File: src/rtl/mul_div_unit_pkg.sv
// mul_div_pkg: op codes and FSM state encoding shared by the multiply/divide unit
package mul_div_pkg;
  localparam logic [3:0] OP_MULT  = 4'b1000;
  localparam logic [3:0] OP_MULTU = 4'b1001;
  localparam logic [3:0] OP_DIV   = 4'b1010;
  localparam logic [3:0] OP_DIVU  = 4'b1011;
  typedef enum logic [1:0] {IDLE, RUN, DONE} state_t;
  function automatic logic is_op(input logic [3:0] c);
    return c == OP_MULT || c == OP_MULTU || c == OP_DIV || c == OP_DIVU;
  endfunction
endpackage

File: src/rtl/mul_div_unit_if.sv
// mul_div_unit_if: request/result bundle between the datapath and the multiply/divide unit
interface mul_div_unit_if #(parameter int WIDTH = 16);
  logic               start;
  logic [3:0]         control;
  logic [WIDTH-1:0]   a;
  logic [WIDTH-1:0]   b;
  logic [2*WIDTH-1:0] r;
  logic               busy;
  logic               validity;
  logic               div_by_zero;
  modport master(output start, control, a, b, input r, busy, validity, div_by_zero);
  modport slave(input start, control, a, b, output r, busy, validity, div_by_zero);
endinterface

File: src/rtl/mul_div_unit.sv
// mul_div_unit: iterative signed/unsigned multiply and divide, one step per clock, result {HI, LO}
module mul_div_unit
  import mul_div_pkg::*;
#(
  parameter int WIDTH = 16
) (
  input logic clk,
  input logic rst,
  mul_div_unit_if.slave bus
);
  localparam int CW = $clog2(WIDTH + 1);
  state_t             r_state, w_next;
  logic [CW-1:0]      r_cnt;
  logic               r_div, r_neg_q, r_neg_r, r_dbz;
  logic [WIDTH-1:0]   r_opb, r_a_raw;
  logic [2*WIDTH-1:0] r_acc, r_r;
  logic               r_busy, r_valid, r_dbz_out;
  logic               w_accept, w_signed, w_a_neg, w_b_neg, w_ge;
  logic [WIDTH-1:0]   w_abs_a, w_abs_b, w_diff, w_q, w_rem;
  logic [WIDTH:0]     w_sum, w_top;
  logic [2*WIDTH-1:0] w_mul_step, w_div_step, w_res;
  assign w_accept = r_state == IDLE && bus.start && is_op(bus.control);
  assign w_signed = ~bus.control[0];
  assign w_a_neg  = w_signed & bus.a[WIDTH-1];
  assign w_b_neg  = w_signed & bus.b[WIDTH-1];
  assign w_abs_a  = w_a_neg ? -bus.a : bus.a;
  assign w_abs_b  = w_b_neg ? -bus.b : bus.b;
  // multiply step: add multiplicand into HI when the LSB is set, then shift the whole accumulator right
  assign w_sum      = {1'b0, r_acc[2*WIDTH-1:WIDTH]} + {1'b0, r_opb};
  assign w_mul_step = r_acc[0] ? {w_sum, r_acc[WIDTH-1:1]} : {1'b0, r_acc[2*WIDTH-1:1]};
  // divide step: shift left, trial-subtract divisor from the partial remainder, keep it only if non-negative
  assign w_top      = r_acc[2*WIDTH-1:WIDTH-1];
  assign w_ge       = w_top >= {1'b0, r_opb};
  assign w_diff     = w_top[WIDTH-1:0] - r_opb;
  assign w_div_step = {w_ge ? w_diff : w_top[WIDTH-1:0], r_acc[WIDTH-2:0], w_ge};
  assign w_q        = r_neg_q ? -r_acc[WIDTH-1:0] : r_acc[WIDTH-1:0];
  assign w_rem      = r_neg_r ? -r_acc[2*WIDTH-1:WIDTH] : r_acc[2*WIDTH-1:WIDTH];
  assign w_res      = r_dbz ? {r_a_raw, {WIDTH{1'b1}}} : r_div ? {w_rem, w_q} : r_neg_q ? -r_acc : r_acc;
  assign bus.r           = r_r;
  assign bus.busy        = r_busy;
  assign bus.validity    = r_valid;
  assign bus.div_by_zero = r_dbz_out;
  // state register
  always_ff @(posedge clk) r_state <= rst ? IDLE : w_next;
  // next state: RUN lasts until the iteration counter is exhausted, DONE lasts one cycle
  always_comb begin
    w_next = r_state;
    w_next = r_state == IDLE ? (w_accept ? RUN : IDLE) : r_state == RUN ? (r_cnt == CW'(1) ? DONE : RUN) : IDLE;
  end
  // datapath: latch magnitudes and signs on accept, iterate in RUN, sign-correct and publish in DONE
  always_ff @(posedge clk) begin
    if (rst) begin
      r_r       <= '0;
      r_busy    <= 1'b0;
      r_valid   <= 1'b0;
      r_dbz_out <= 1'b0;
      r_cnt     <= '0;
      r_acc     <= '0;
      r_opb     <= '0;
      r_a_raw   <= '0;
      r_div     <= 1'b0;
      r_neg_q   <= 1'b0;
      r_neg_r   <= 1'b0;
      r_dbz     <= 1'b0;
    end else begin
      r_valid <= 1'b0;
      if (w_accept) begin
        r_div     <= bus.control[1];
        r_neg_q   <= w_a_neg ^ w_b_neg;
        r_neg_r   <= w_a_neg;
        r_dbz     <= bus.control[1] && bus.b == '0;
        r_opb     <= bus.control[1] ? w_abs_b : w_abs_a;
        r_acc     <= {{WIDTH{1'b0}}, bus.control[1] ? w_abs_a : w_abs_b};
        r_a_raw   <= bus.a;
        r_cnt     <= CW'(WIDTH);
        r_busy    <= 1'b1;
        r_dbz_out <= 1'b0;
      end else if (r_state == RUN) begin
        r_acc <= r_div ? w_div_step : w_mul_step;
        r_cnt <= r_cnt - CW'(1);
      end else if (r_state == DONE) begin
        r_r       <= w_res;
        r_valid   <= 1'b1;
        r_busy    <= 1'b0;
        r_dbz_out <= r_dbz;
      end
    end
  end
endmodule

File: src/flat_wrapper.sv
// flat-port wrapper written by rule: the top's interface ports become plain ports
module mul_div_unit_flat import mul_div_pkg::*;
#(
  parameter int WIDTH = 16
)
  (clk, rst, bus_start, bus_control, bus_a, bus_b, bus_r, bus_busy, bus_validity, bus_div_by_zero);
  mul_div_unit_if #(.WIDTH(WIDTH)) bus_i ();
  input logic clk;
  input logic rst;
  input wire logic [$bits(bus_i.start)-1:0] bus_start;
  input wire logic [$bits(bus_i.control)-1:0] bus_control;
  input wire logic [$bits(bus_i.a)-1:0] bus_a;
  input wire logic [$bits(bus_i.b)-1:0] bus_b;
  output wire logic [$bits(bus_i.r)-1:0] bus_r;
  output wire logic [$bits(bus_i.busy)-1:0] bus_busy;
  output wire logic [$bits(bus_i.validity)-1:0] bus_validity;
  output wire logic [$bits(bus_i.div_by_zero)-1:0] bus_div_by_zero;
  assign bus_i.start = bus_start;
  assign bus_i.control = bus_control;
  assign bus_i.a = bus_a;
  assign bus_i.b = bus_b;
  assign bus_r = bus_i.r;
  assign bus_busy = bus_i.busy;
  assign bus_validity = bus_i.validity;
  assign bus_div_by_zero = bus_i.div_by_zero;
  mul_div_unit #(.WIDTH(WIDTH)) u_core (.clk(clk), .rst(rst), .bus(bus_i));
endmodule
File: config.mk
export PLATFORM = sky130hd
export DESIGN_NAME = mul_div_unit_flat
export DESIGN_NICKNAME = d
export VERILOG_FILES = /design/src/rtl/mul_div_unit_pkg.sv /design/src/rtl/mul_div_unit_if.sv /design/src/rtl/mul_div_unit.sv /design/src/flat_wrapper.sv
export SDC_FILE = /design/constraint.sdc
export NUM_CORES = 1
export LEC_CHECK = 0
export ABC_AREA = 1
export BUFFER_PORTS_ARGS = -buffer_cell sky130_fd_sc_hd__buf_4
export CAP_MARGIN = 25
export CORE_MARGIN = 1.5
export CORE_UTILIZATION = 55
export CTS_BUF_LIST = sky130_fd_sc_hd__clkbuf_2
export DETAILED_ROUTE_END_ITERATION = 10
export PLACE_DENSITY_LB_ADDON = 0.1
export SLEW_MARGIN = 25
export SYNTH_ARGS = -nofsm -noshare
export SYNTH_HDL_FRONTEND = slang
export SYNTH_SLANG_ARGS = --single-unit
File: constraint.sdc
create_clock -name clk -period 2.6 [get_ports clk]
set_input_delay 0.39 -clock clk [delete_from_list [all_inputs] [get_ports clk]]
set_output_delay 0.39 -clock clk [all_outputs]
set_load 0.02 [all_outputs]
== After elaboration in Yosys (flattened, before gate mapping) ==
Index checks and enable logic that the tools add are counted.

* Bitwise operators: 6
* Reduce and logical (&&, ||, !) cells: 15
* Order comparisons: 1
* Muxes and demuxes: 24
* Eq/ne operators: 8
* $add $sub $neg: 8

{| class="wikitable"
|+ Operator list
! kind !! count
|-
| two-way mux 32 bit || 5
|-
| two-way mux 16 bit || 9
|-
| negation 16 bit || 4
|-
| negation 32 bit || 1
|-
| adder 16 x 16 -> 17 bit || 1
|-
| >= comparator 17 x 16 -> 1 bit || 1
|-
| equality test 4 bit, second input constant || 4
|-
| zero test 16 bit || 1
|-
| subtractor 16 bit || 1
|-
| two-way mux 5 bit || 2
|-
| two-way mux 2 bit || 3
|-
| equality test 5 x 1 -> 1 bit, second input constant || 1
|-
| two-way mux 1 bit || 5
|-
| subtractor 5 x 1 -> 5 bit, second input constant || 1
|-
| AND reduction 2 bit || 2
|-
| nonzero test 2 bit || 2
|-
| logical AND 1 bit || 3
|-
| logical OR 1 bit || 3
|-
| NOT 1 bit || 3
|-
| AND reduction 3 bit || 1
|-
| OR reduction 3 bit || 1
|-
| bitwise AND 1 bit || 2
|-
| equality test 2 x 1 -> 1 bit, second input constant || 1
|-
| equality test 2 bit, second input constant || 1
|-
| 4 further kinds || 4
|}

* Register bits: 110
* Output and inout bits: 35
* Input port bits: 39
* Logic and storage cells: 77

== Longest topological paths before layout ==
* Word-level depth: 7
* Mapped depth: 16

== Least setup slack after synthesis ==
Ideal clock, no wire load.

* Kind: register -> register
* Start point: register u_core.r_acc[27]
* End point: register u_core.r_acc[28]
* Path slack: 0.665 ns
* Required time: 2.481 ns
* Data arrival time: 1.817 ns
* Stages on the path, launching flop included: 13
* Path through: dfxtp_1 -> ha_1 -> a21oi_1 -> nand2_1 -> nand3_1 -> nand2_1 -> nor2_4 -> nand2_8 -> buf_12 -> nand3_4 -> nand3_2 -> nor2_2 -> nor2_2

* Longest elaborated chain between the ends: 3
* Elaborated cells on any way between the ends: 6
* Classes of those cells: add/sub (2); order compare (1); mux (3)

{| class="wikitable"
|+ RTL lines
! element !! RTL line !! text
|-
| from (decl) || mul_div_unit.sv:16 || <nowiki>logic [2*WIDTH-1:0] r_acc, r_r;</nowiki>
|-
| from (signal assigned) || mul_div_unit.sv:73 || <nowiki>r_acc <= {{WIDTH{1'b0}}, bus.control[1] ? w_abs_a : w_abs_b};</nowiki>
|-
| from (signal assigned) || mul_div_unit.sv:79 || <nowiki>r_acc <= r_div ? w_div_step : w_mul_step;</nowiki>
|-
| adder 16 x 16 -> 17 bit (tied with other cells) || mul_div_unit.sv:29 || <nowiki>assign w_sum = {1'b0, r_acc[2*WIDTH-1:WIDTH]} + {1'b0, r_opb};</nowiki>
|-
| two-way mux 32 bit / two-way mux 16 bit (equally long branches) || mul_div_unit.sv:30, mul_div_unit.sv:35 ||
|-
| two-way mux 32 bit (*) || mul_div_unit.sv:79 ||
|}

Mark *: on every way between the ends. The rest lies on a longest branch, timed or not.
A chain may end at the register's enable or synchronous reset.

== Worst setup path after layout ==
* Start point: register u_core.r_acc[16]
* End point: register u_core.r_acc[31]

Same word-level chain as after synthesis.

==> flow_metrics.env <==
export IMPL_outcome="completed"
export IMPL_die_width_um=130.0
export IMPL_final_area_um2=9857
export IMPL_htreeDepth=3
export IMPL_gp_congestion=0.9827
export IMPL_hold_end="u_core.r_dbz"
export IMPL_synth_most_common_cell="nand2_1"
export IMPL_ys_ff_latch=110
export IMPL_wl_mm=30.46
export IMPL_hold_violations=0
export IMPL_yosysTopAreaCell="dfxtp_1"
export IMPL_critPathSlowestCell="dfxtp_1"
export IMPL_fillCellCount=1611
export IMPL_rsz0062_at_grt="no"
export IMPL_ctsRootBufferMaster="clkbuf_2"
export IMPL_critPathLaunchType="flop"
export IMPL_yosysWarnings=0
export IMPL_relSlewSlack_pct=62.16
export IMPL_coreArea_um2=15830
export IMPL_path_clk_slew_ps=330
export IMPL_fmaxAchievable_mhz=428.4
export IMPL_power_leakage_nw=4.827
export IMPL_r2r_start="u_core.r_acc[16]"
export IMPL_cts_made_buffers=9
export IMPL_setup_tns_final_ps=0
export IMPL_critical_path_max_stage_delay_ps=520
export IMPL_grt_max_degree=64
export IMPL_r2r_cells=10
export IMPL_worst_setup_path_type="reg -> reg"
export IMPL_cts_resized=0
export IMPL_clk_path_buf_depth=2
export IMPL_grt_pass1_wl_mm=47.06
export IMPL_fin_nets=1601
export IMPL_postSynthCellCount=1455
export IMPL_vias_per_cell=5.692
export IMPL_clkLatencyLatePin_ps=670
export IMPL_areaGrowthSynthToFinish_pct=11.13
export IMPL_row_count=46
export IMPL_overflow=0
export IMPL_crit_top_cell="nand3_1"
export IMPL_crit_chain="ha_1 > fa_1 > nand3_1 > nand2_1 > nand3_1 > nand3_1 > nand2_1 > nand3_1 > a21oi_1 > a21oi_2"
export IMPL_crit_path_end_kind="flop"
export IMPL_hp_start="bus_b[15]"
export IMPL_first_iter_violations=984
export IMPL_finalPower_w=0.004407
export IMPL_path_buf_inv=0
export IMPL_grt_antenna_before_repair=1
export IMPL_synth_area_leaders="dfxtp_1 (25%), nand2_1 (16%), inv_1 (8.7%)"
export IMPL_setup_violations=0
export IMPL_syn_nets=1534
export IMPL_cts_sinks=110
export IMPL_r2r_end="u_core.r_acc[31]"
export IMPL_synthFlopType="dfxtp_1"
export IMPL_die_area_um2=16900
export IMPL_io_pins=74
export IMPL_fp_dieH_um=130.0
export IMPL_seqCellArea_um2=2203
export IMPL_synth_cell_types=51
export IMPL_dr_pass1_iters=8
export IMPL_period_needed_ps=2334
export IMPL_worst_r2r_setup_slack_ps=270
export IMPL_ant_nets=0
export IMPL_grt_util_all_layers_pct=36.44
export IMPL_synthArstFlopShare_pct=0
export IMPL_cts_tree="done"
export IMPL_synth_top_area_share_pct=24.83
export IMPL_dpl_cell_area_um2=9732
export IMPL_dp_hpwl_mm=23.75
export IMPL_drc=0
export IMPL_whs_path_depth=4
export IMPL_syn_cell_area_um2=8870
export IMPL_multi_input_area_um2=5624
export IMPL_powerDensity_nw_per_um2=447.1
export IMPL_worst_ep_arrival_time_ps=2940
export IMPL_port_buffers=73
export IMPL_avgSynthCellArea_um2=6.096
export IMPL_crit_fanout=8
export IMPL_min_path_type="in -> reg"
export IMPL_wire_per_inst_um=17.47
export IMPL_drive_gt1_share_pct=12.38
export IMPL_num_vias=9926
export IMPL_crit_required_ps=3210
export IMPL_cp_depth=10
export IMPL_finClkSkew_ps=40.80
export IMPL_start_util_pct=56.04
export IMPL_period_share_pct=89.79
export IMPL_netlist_top_cells_count="nand2_1 (375), inv_1 (206), nand3_1 (121)"
export IMPL_synth_seq_area_share_pct=24.83
export IMPL_maxCapViolCount=0
export IMPL_path_delay_family="simple AND/OR/NAND/NOR gates"
export IMPL_worst_pin_slew_ps=561.7
export IMPL_grt_pass1_vias=8853
export IMPL_synth_edf_count=0
export IMPL_ir_drop_mv=0.3760
export IMPL_report_final_slew_viol_count=0
how the worst max path moves through the flow:
stage | startpoint | end | slack, ps
finish | u_core.r_acc[16] | u_core.r_acc[31] | 270
detailed placement | bus_a[1] | u_core.r_acc[8] | 350
global route | u_core.r_acc[16] | u_core.r_acc[23] | 120
global placement | bus_a[0] | u_core.r_acc[8] | 370
CTS | u_core.r_acc[17] | u_core.r_acc[0] | 340
floorplan | u_core.r_acc[27] | u_core.r_acc[28] | 660
cells by family (layout without fill, tap and decap cells):
| family | count (synthesis) | after routing | synth area share, % |
|---|---|---|---|
| compound gates | 297 | 297 | 18.82 |
| xor+xnor | 36 | 36 | 3.555 |
| fa+ha+maj | 40 | 40 | 5.812 |
| buf+inv | 270 | 342 | 11.82 |
| flops | 110 | 110 | 24.83 |
| other cells | 0 | 1 | 0 |
| simple gates | 702 | 702 | 35.17 |
tightest hold or removal path: cells and delay by family:
| kind | cells | cell delay [ps] |
|---|---|---|
| compound gates | 1 | 60 |
| buf+inv | 2 | 150 |
| simple gates | 1 | 80 |
final cells by class:
type / instances / area share, %
repair buffers: 110 / 8.555
inverters: 216 / 8.225
well taps: 216 / 2.742
clock inverters: 7 / 0.5839
clock buffers: 9 / 0.4570
flip-flops and latches: 110 / 22.35
diodes: 1 / 0.02539
multi-input cells: 1075 / 57.06
repair_timing:
item,4_1_cts,5_1_grt
setup buffers,0,0
hold buffers,2,0
hold endpoints to repair,2,0
per-layer routing:
| layer | share of wire [%] | wire length [um] | vias up | global-route usage, % |
|---|---|---|---|---|
| met4 | 4.6 | 1410 | 0 | 17.45 |
| li1 | - | - | 4886 | - |
| met2 | 45 | 13620 | 462 | 57.80 |
| met1 | 42 | 12830 | 4498 | 47.83 |
| met5 | 0 | 0 | - | 0 |
| met3 | 8.5 | 2600 | 80 | 6.888 |
stage by stage:
stage	setup WS [ps]	instances	hold WS, ps	util, %
3_3_place_gp	367.7	1725	435.1	61.49
5_1_grt	121.5	1744	26.40	62.28
2_1_floorplan	664.9	1455	424.5	-
4_1_cts	342.3	1743	4.289	62.26
6_report	265.6	1744	30.12	62.28
3_5_place_dp	346.4	1725	439.1	61.49
report_power, final:
group / internal [W] / switching [W] / leakage [nW]
registers: 0.00177 / 0.0000842 / 0.894
logic: 0.000572 / 0.00119 / 3.87
clock network: 0.000142 / 0.000648 / 0.0657
total: 0.00248 / 0.00193 / 4.83
flip-flops by register name, summed over array words and instances (netlist names), 2 cells and up:
name            cells
u_core.r_state      2
u_core.r_a_raw     16
u_core.r_opb       16
u_core.r_acc       32
u_core.r_cnt        5
u_core.bus.r       32
cells in the final DEF (no fill, tap or decap), drive strengths merged, types with 20 or more instances in the layout:
cell / netlist / routed
buf: 20 / 108
ha: 38 / 38
nand4: 21 / 21
a21oi: 117 / 117
xor2: 24 / 24
o21ai: 116 / 116
nor2: 125 / 125
inv: 215 / 217
dfxtp: 110 / 110
nand2: 389 / 389
nand3: 134 / 134
o211ai: 20 / 20
(Power assumes the default switching activity.)
